<file path="src/rtl/ec_pkg.sv">
`default_nettype none
// ----------------------------------------------------------------------------
// ec_pkg: shared widths, counter init and FSM encoding for the renorm stage.
// Rev 1.0
// ----------------------------------------------------------------------------
package ec_pkg;

  localparam int LOW_W    = 32;
  localparam int WORD_W   = 9;
  localparam int CNT_INIT = -9;
  localparam int CNT_W    = 5;

  typedef enum logic [1:0] {
    S_IDLE = 2'd0,
    S_ONE  = 2'd1,
    S_TWO  = 2'd2
  } state_e;

endpackage
`default_nettype wire

</file>
<file path="src/rtl/ec_renorm_stage_if.sv">
`default_nettype none
// ----------------------------------------------------------------------------
// ec_renorm_stage_if: symbol-update input, precarry output and state taps.
// Rev 1.0
// ----------------------------------------------------------------------------
interface ec_renorm_stage_if;
  import ec_pkg::*;

  logic                    in_valid;
  logic                    in_ready;
  logic [15:0]             in_range;
  logic [15:0]             in_low_add;
  logic [15:0]             rng_out;
  logic                    out_valid;
  logic                    out_ready;
  logic [WORD_W-1:0]       out_word;
  logic [LOW_W-1:0]        low_q;
  logic signed [CNT_W-1:0] cnt_q;
  logic                    err_range_zero;

  modport master (
    output in_valid, in_range, in_low_add, out_ready,
    input  in_ready, rng_out, out_valid, out_word, low_q, cnt_q, err_range_zero
  );

  modport slave (
    input  in_valid, in_range, in_low_add, out_ready,
    output in_ready, rng_out, out_valid, out_word, low_q, cnt_q, err_range_zero
  );

endinterface
`default_nettype wire

</file>
<file path="src/rtl/lzc_miao_16.sv">
`default_nettype none
// ----------------------------------------------------------------------------
// lzc_miao_16: 16-bit leading-zero counter built from nibble leaves.
// Rev 1.0   (v = 1 when the input is all zero; out_z is then don't-care)
// ----------------------------------------------------------------------------
module lzc_miao_16 (
  input  logic [15:0] a,
  output logic [3:0]  out_z,
  output logic        v
);

  logic [3:0]      nib_a;
  logic [3:0][1:0] nib_z;
  logic [1:0]      byte_a;
  logic [1:0][2:0] byte_z;

  generate
    for (genvar g = 0; g < 4; g++) begin : g_nib
      logic [3:0] nib;
      assign nib      = a[4*g+3 -: 4];
      assign nib_a[g] = (nib == 4'd0);
      assign nib_z[g] = nib[3] ? 2'd0 : nib[2] ? 2'd1 : nib[1] ? 2'd2 : 2'd3;
    end

    for (genvar b = 0; b < 2; b++) begin : g_byte
      assign byte_a[b] = nib_a[2*b+1] & nib_a[2*b];
      assign byte_z[b] = nib_a[2*b+1] ? {1'b1, nib_z[2*b]} : {1'b0, nib_z[2*b+1]};
    end
  endgenerate

  assign v     = byte_a[1] & byte_a[0];
  assign out_z = byte_a[1] ? {1'b1, byte_z[0]} : {1'b0, byte_z[1]};

endmodule
`default_nettype wire

</file>
<file path="src/rtl/ec_renorm_stage.sv">
`default_nettype none
// ----------------------------------------------------------------------------
// ec_renorm_stage: AV1 entropy-encoder renormalization, emits 9-bit precarry
// words (bit 8 = carry) through a two-deep output stage. Rev 1.0
// ----------------------------------------------------------------------------
module ec_renorm_stage
  import ec_pkg::*;
(
  input  logic              clk,
  input  logic              reset,
  ec_renorm_stage_if.slave  bus
);

  state_e                  state_q, state_d;
  logic [15:0]             rng_q, rng_d;
  logic [LOW_W-1:0]        low_q, low_d;
  logic signed [CNT_W-1:0] cnt_q, cnt_d;
  logic [WORD_W-1:0]       word_q, word_d;
  logic [WORD_W-1:0]       skid_q, skid_d;
  logic                    err_q, err_d;

  logic [3:0]              lz;
  logic                    range_zero;
  logic                    accept;
  logic                    pop;

  logic [LOW_W-1:0]        sum;
  logic [5:0]              s;
  logic [4:0]              c;
  logic [4:0]              keep;
  logic [1:0]              n_emit;
  logic [LOW_W-1:0]        mask;
  logic [LOW_W-1:0]        low_next;
  logic [CNT_W-1:0]        cnt_next;
  logic [WORD_W-1:0]       word0, word1;

  lzc_miao_16 u_lzc (
    .a     (bus.in_range),
    .out_z (lz),
    .v     (range_zero)
  );

  assign bus.in_ready = (state_q == S_IDLE) || ((state_q == S_ONE) && bus.out_ready);
  assign accept       = bus.in_valid & bus.in_ready;
  assign pop          = (state_q != S_IDLE) & bus.out_ready;

  // s stays within -9..14, so bit 5 is the sign and bit 3 separates 0..7 from 8..14.
  always_comb begin
    sum      = low_q + LOW_W'(bus.in_low_add);
    s        = {cnt_q[CNT_W-1], cnt_q} + {2'b00, lz};
    c        = 5'(cnt_q) + 5'd16;
    n_emit   = s[5] ? 2'd0 : (s[3] ? 2'd2 : 2'd1);
    keep     = (n_emit == 2'd2) ? (c - 5'd8) : c;
    mask     = (LOW_W'(1) << keep) - LOW_W'(1);
    word0    = WORD_W'(sum >> c);
    word1    = WORD_W'(sum >> (c - 5'd8));
    low_next = (n_emit == 2'd0) ? (sum << lz) : ((sum & mask) << lz);
    cnt_next = (n_emit == 2'd0) ? CNT_W'(s) :
               (n_emit == 2'd1) ? CNT_W'(s - 6'd8) : CNT_W'(s - 6'd16);
  end

  always_comb begin
    state_d = state_q;
    rng_d   = rng_q;
    low_d   = low_q;
    cnt_d   = cnt_q;
    word_d  = word_q;
    skid_d  = skid_q;
    err_d   = err_q;

    if (pop) begin
      if (state_q == S_TWO) begin
        word_d  = skid_q;
        state_d = S_ONE;
      end else begin
        state_d = S_IDLE;
      end
    end

    // A legal accept only happens from an empty stage (idle, or popping its single word).
    if (accept) begin
      if (range_zero) begin
        err_d = 1'b1;
      end else begin
        rng_d = bus.in_range << lz;
        low_d = low_next;
        cnt_d = cnt_next;
        case (n_emit)
          2'd1: begin
            word_d  = word0;
            state_d = S_ONE;
          end
          2'd2: begin
            word_d  = word0;
            skid_d  = word1;
            state_d = S_TWO;
          end
          default: ;
        endcase
      end
    end
  end

  always_ff @(posedge clk or negedge reset) begin
    if (!reset) begin
      state_q <= S_IDLE;
      rng_q   <= 16'h8000;
      low_q   <= '0;
      cnt_q   <= CNT_W'(CNT_INIT);
      word_q  <= '0;
      skid_q  <= '0;
      err_q   <= 1'b0;
    end else begin
      state_q <= state_d;
      rng_q   <= rng_d;
      low_q   <= low_d;
      cnt_q   <= cnt_d;
      word_q  <= word_d;
      skid_q  <= skid_d;
      err_q   <= err_d;
    end
  end

  assign bus.rng_out        = rng_q;
  assign bus.out_valid      = (state_q != S_IDLE);
  assign bus.out_word       = word_q;
  assign bus.low_q          = low_q;
  assign bus.cnt_q          = cnt_q;
  assign bus.err_range_zero = err_q;

endmodule
`default_nettype wire

</file>
<file path="src/flat_wrapper.sv">
// flat-port wrapper written by rule: the top's interface ports become plain ports
module ec_renorm_stage_flat import ec_pkg::*;
  (clk, reset, bus_in_valid, bus_in_range, bus_in_low_add, bus_out_ready, bus_in_ready, bus_rng_out, bus_out_valid, bus_out_word, bus_low_q, bus_cnt_q, bus_err_range_zero);
  ec_renorm_stage_if bus_i ();
  input  logic clk;
  input  logic reset;
  input wire logic [$bits(bus_i.in_valid)-1:0] bus_in_valid;
  input wire logic [$bits(bus_i.in_range)-1:0] bus_in_range;
  input wire logic [$bits(bus_i.in_low_add)-1:0] bus_in_low_add;
  input wire logic [$bits(bus_i.out_ready)-1:0] bus_out_ready;
  output wire logic [$bits(bus_i.in_ready)-1:0] bus_in_ready;
  output wire logic [$bits(bus_i.rng_out)-1:0] bus_rng_out;
  output wire logic [$bits(bus_i.out_valid)-1:0] bus_out_valid;
  output wire logic [$bits(bus_i.out_word)-1:0] bus_out_word;
  output wire logic [$bits(bus_i.low_q)-1:0] bus_low_q;
  output wire logic [$bits(bus_i.cnt_q)-1:0] bus_cnt_q;
  output wire logic [$bits(bus_i.err_range_zero)-1:0] bus_err_range_zero;
  assign bus_i.in_valid = bus_in_valid;
  assign bus_i.in_range = bus_in_range;
  assign bus_i.in_low_add = bus_in_low_add;
  assign bus_i.out_ready = bus_out_ready;
  assign bus_in_ready = bus_i.in_ready;
  assign bus_rng_out = bus_i.rng_out;
  assign bus_out_valid = bus_i.out_valid;
  assign bus_out_word = bus_i.out_word;
  assign bus_low_q = bus_i.low_q;
  assign bus_cnt_q = bus_i.cnt_q;
  assign bus_err_range_zero = bus_i.err_range_zero;
  ec_renorm_stage u_core (.clk(clk), .reset(reset), .bus(bus_i));
endmodule
</file>
<file path="config.mk">
export PLATFORM = sky130hd
export DESIGN_NAME = ec_renorm_stage_flat
export DESIGN_NICKNAME = d
export VERILOG_FILES = /design/src/rtl/ec_pkg.sv /design/src/rtl/ec_renorm_stage_if.sv /design/src/rtl/lzc_miao_16.sv /design/src/rtl/ec_renorm_stage.sv /design/src/flat_wrapper.sv
export SDC_FILE = /design/constraint.sdc
export NUM_CORES = 1
export LEC_CHECK = 0
export BUFFER_PORTS_ARGS = -buffer_cell sky130_fd_sc_hd__clkbuf_2
export CORE_ASPECT_RATIO = 1.2
export CORE_MARGIN = 3
export CORE_UTILIZATION = 55
export DETAILED_ROUTE_END_ITERATION = 7
export PLACE_DENSITY = 0.75
export SYNTH_ARGS = -nofsm -noshare
export SYNTH_HDL_FRONTEND = slang
export SYNTH_SLANG_ARGS = --single-unit
</file>
<file path="constraint.sdc">
create_clock -name clk -period 6.2 [get_ports clk]
set_clock_uncertainty 0.1 [all_clocks]
set_input_delay 1.24 -clock clk [delete_from_list [all_inputs] [get_ports clk]]
set_output_delay 1.24 -clock clk [all_outputs]
set_load 0.02 [all_outputs]
</file>
==> run metrics <==
outcome=finished, final reports clean; standby leakage power=approximately 4.4 nW; required time at the worst-slack endpoint=6.31 ns; most frequently used flop master after synthesis=sky130_fd_sc_hd__dfrtp_1; CTS tree=yes; utilization of the core after routing=62.7%; CP top delay family=compound AO/OA/AOI/OAI gates; combinational power share=76.3%; Critical-path top delay cell=sky130_fd_sc_hd__or4_1; Highest Clock Rate=between 150 and 200 MHz; Fin Setup TNS=0 ns; Least-Margin Pin Slew=between 1 and 1.5 ns; worst hold path stage count=1; flop-to-flop setup slack=1.56 ns; remaining antenna violation count after routing=0; total standard cell area after synthesis=9700 um2; starting density of the core=~57%; CP max FO=10; first-pass GRT wire length=60.7 mm; critical register-to-register path endpoint=u_core.bus.low_q[25]$_DFFE_PN0P_; library cell occupying the most area in the post-synthesis netlist=sky130_fd_sc_hd__dfrtp_1; H-tree depth=3; reg-to-reg startpoint=u_core.bus.cnt_q[1]$_DFFE_PN1P_; most prevalent standard cell on the critical path=sky130_fd_sc_hd__a21oi_1; std cell rows=52; Die H=151 um; number of nets in the layout=1433; Sw Ratio=between 50 and 60%; beginning of the worst hold path=u_core.skid_q[4]$_DFFE_PN0P_; Internal Dissipation=2.80 mW; number of hold violations in the final report=0; power density of the placed cells=between 600 and 700 nW/um2; Inserted Diodes=0; NetSw=3.83 mW; layout overhead on the synthesized area=10.7%; Clock Tree Root=sky130_fd_sc_hd__clkbuf_16; HP Class=reg2reg; non-filler instance count after layout=1595; critical path startpoint category=primary input; Core Box Area=17100 um2; count of distinct cell types in the synthesized netlist=95; maximum VDD drop=0.000258 V; vias in the first global route=10613; commonest cells after routing, fill and taps aside=sky130_fd_sc_hd__nand2_1 (163), sky130_fd_sc_hd__nor2_1 (143), sky130_fd_sc_hd__clkbuf_2 (99); initial drt markers=1805; placement-stage cell area=roughly 10000 um2; r2r worst-path depth=15; die extent in x=approximately 130 um; Crit path arrival time=5.87 ns; Avg Cell Area, Syn=7.28 um2; class of the most critical setup path=in2reg; CTS hold repair buffers=0; CTS clock-pin slew for the worst setup and hold paths=roughly 0.070 ns; clock latency on the worst-skew pair=0.36 ns; max-slew headroom at the worst pin=27.3%; clock buffer count from CTS=9; commonest non-fill, non-tap cell in the layout=sky130_fd_sc_hd__nand2_1; Remaining Overflow, GRT=0; TritonCTS sink count=74; terminating pin of the worst hold path=u_core.skid_q[4]$_DFFE_PN0P_; setup repair after global routing missed its margin=no; cell types with the largest area share after synthesis=sky130_fd_sc_hd__dfrtp_1 (18%), sky130_fd_sc_hd__nand2_1 (6.3%), sky130_fd_sc_hd__nor2_1 (5.5%); ratio of cells with drive above 1 in the final layout=16.4%; Detailed Routing Iterations Pass 1=6; Final Cycle Share=a little over 90%; number of cells after detailed placement=1579; cells along the critical path=clkbuf_2 > or4_1 > o21ai_2 > inv_1 > ha_1 > or2_2 > a21oi_1 > o21ai_1 > and3_4 > nand3_1 > ha_4 > inv_2 > a41o_1 > o311ai_0 > o311ai_0 > a21oi_1 > a21oi_1 > a21oi_1 > nand3_1; post-cts gate resize count=0; reported max-cap violation count=0; weighted congestion at the end of routability-driven global placement=1.09; pin count of the biggest net entering global routing=75; DR DRC count=0; number of buffer cells added on primary ports=100; proportion of synthesized chip area in sequential cells=19.2%; setup slack at placement=0.227 ns; global routing usage summed across all routing layers=40.4%; Via density=7.35; synthesized net count=1391; count of warnings emitted by yosys=0; number of enable flip-flop cells after synthesis=0; number of antenna violations at the first check in global routing=0; top cell type's share of synthesized area=around 18%; final worst slack=0.441 ns; post-detailed-routing wire length=39.4 mm; routed via count=11724; crit path capture type=flip-flop; Top-Level Pins=101; clock tree buffer depth=2; synthesized flop and latch total=74; post-CTS setup buffers=0; HPWL after detailed placement=between 20 and 30 mm; endpoints failing setup=0; time the worst path needs with I/O delays and setup=5.76 ns; ys async rst share=100%; part of the power in registers=15.4%; biggest cell delay along the critical path=0.64 ns; DIE AREA=slightly below 20000 um2; Mapped Cells=1332; max-slew violation count=0; final cell area excluding filler cells=10700 um2; worst path bufs/invs=3; Clk network pwr share=8.4%; WL/cell=24.7 um
==> stage by stage <==
step           power (mW)  hold WS (ns)
3_5_place_dp         5.88         0.367
5_1_grt              6.99         0.410
2_1_floorplan        4.37         0.350
4_1_cts              6.45         0.381
6_report             6.62         0.374
3_3_place_gp         5.86         0.365
==> cells in the mapped netlist, types with 10 or more instances <==
master and number:
sky130_fd_sc_hd__a211o_1 10, sky130_fd_sc_hd__a211oi_1 41, sky130_fd_sc_hd__a21o_1 17, sky130_fd_sc_hd__a21oi_1 79, sky130_fd_sc_hd__a221oi_1 16, sky130_fd_sc_hd__a22o_1 14
sky130_fd_sc_hd__a22oi_1 23, sky130_fd_sc_hd__a311oi_1 12, sky130_fd_sc_hd__a31oi_1 22, sky130_fd_sc_hd__a32oi_1 11, sky130_fd_sc_hd__and3_1 18, sky130_fd_sc_hd__buf_2 17
sky130_fd_sc_hd__clkbuf_1 87, sky130_fd_sc_hd__dfrtp_1 69, sky130_fd_sc_hd__ha_1 21, sky130_fd_sc_hd__inv_1 25, sky130_fd_sc_hd__mux2_2 12, sky130_fd_sc_hd__mux2i_1 43
sky130_fd_sc_hd__mux4_2 10, sky130_fd_sc_hd__nand2_1 164, sky130_fd_sc_hd__nand3_1 35, sky130_fd_sc_hd__nand4_1 15, sky130_fd_sc_hd__nor2_1 143, sky130_fd_sc_hd__nor3_1 53
sky130_fd_sc_hd__nor4_1 11, sky130_fd_sc_hd__o211ai_1 28, sky130_fd_sc_hd__o21a_1 14, sky130_fd_sc_hd__o21ai_0 75, sky130_fd_sc_hd__o22ai_1 21, sky130_fd_sc_hd__o31ai_1 19
sky130_fd_sc_hd__xnor2_1 22
==> registers in the layout, summed over array words and instances (netlist names) <==
name,cells
u_core.bus.out_word,9
u_core.bus.low_q,32
u_core.bus.cnt_q,5
u_core.bus.rng_out,16
u_core.skid_q,9
u_core.bus.err_range_zero,1
u_core.state_q,2
==> worst max-delay path by stage <==
| stage | start | end | cells past startpoint |
|---|---|---|---|
| after floorplan | bus_in_range[8] | u_core.bus.low_q[11]$_DFFE_PN0P_ | 23 |
| after global placement | bus_in_range[10] | u_core.bus.low_q[11]$_DFFE_PN0P_ | 22 |
| after detailed placement | bus_in_range[9] | u_core.bus.low_q[11]$_DFFE_PN0P_ | 20 |
| after CTS | bus_in_range[9] | u_core.bus.low_q[11]$_DFFE_PN0P_ | 20 |
| after global routing | bus_in_range[13] | u_core.bus.low_q[20]$_DFFE_PN0P_ | 21 |
| final | bus_in_range[9] | u_core.bus.low_q[25]$_DFFE_PN0P_ | 19 |
==> final cells by class <==
| class | instances | area [um2] |
|---|---|---|
| Sequential cell | 74 | 1860 |
| Inverter | 26 | 97.6 |
| Timing Repair Buffer | 145 | 841 |
| Clock buffer | 11 | 233 |
| Multi-Input combinational cell | 1118 | 7370 |
| Fill cell | 1612 | 6380 |
| Tap cell | 216 | 270 |
| Clock inverter | 5 | 63.8 |
==> power by group through the flow <==
stage / Combinational (mW) / Clock [mW] / Sequential (mW)
after floorplan: 3.28 / 0 / 1.09
final: 5.05 / 0.556 / 1.02
after CTS: 4.90 / 0.555 / 1.00
after global placement: 4.85 / 0 / 1.01
after detailed placement: 4.87 / 0 / 1.01
after global routing: 5.38 / 0.573 / 1.04
==> logic make-up (layout without fill, tap and decap cells) <==
| family | count (synthesis) | in the layout | share of synthesized area (%) |
|---|---|---|---|
| flip-flops | 74 | 74 | 19.2 |
| buffers and inverters | 140 | 187 | 5.75 |
| XOR/XNOR | 28 | 28 | 2.53 |
| AND/OR/NAND/NOR | 488 | 488 | 22.9 |
| multiplexers | 65 | 65 | 8.15 |
| adder cells (fa/ha/maj) | 23 | 23 | 3.12 |
| AO/OA/AOI/OAI | 514 | 514 | 38.3 |
==> per-layer routing <==
layer,GRT usage [%],routed length (um)
met4,23.6,2670
met1,51.2,14500
met5,0,0
met2,64.7,18000
met3,7.08,4210
Power figures use the tool's default switching activity.
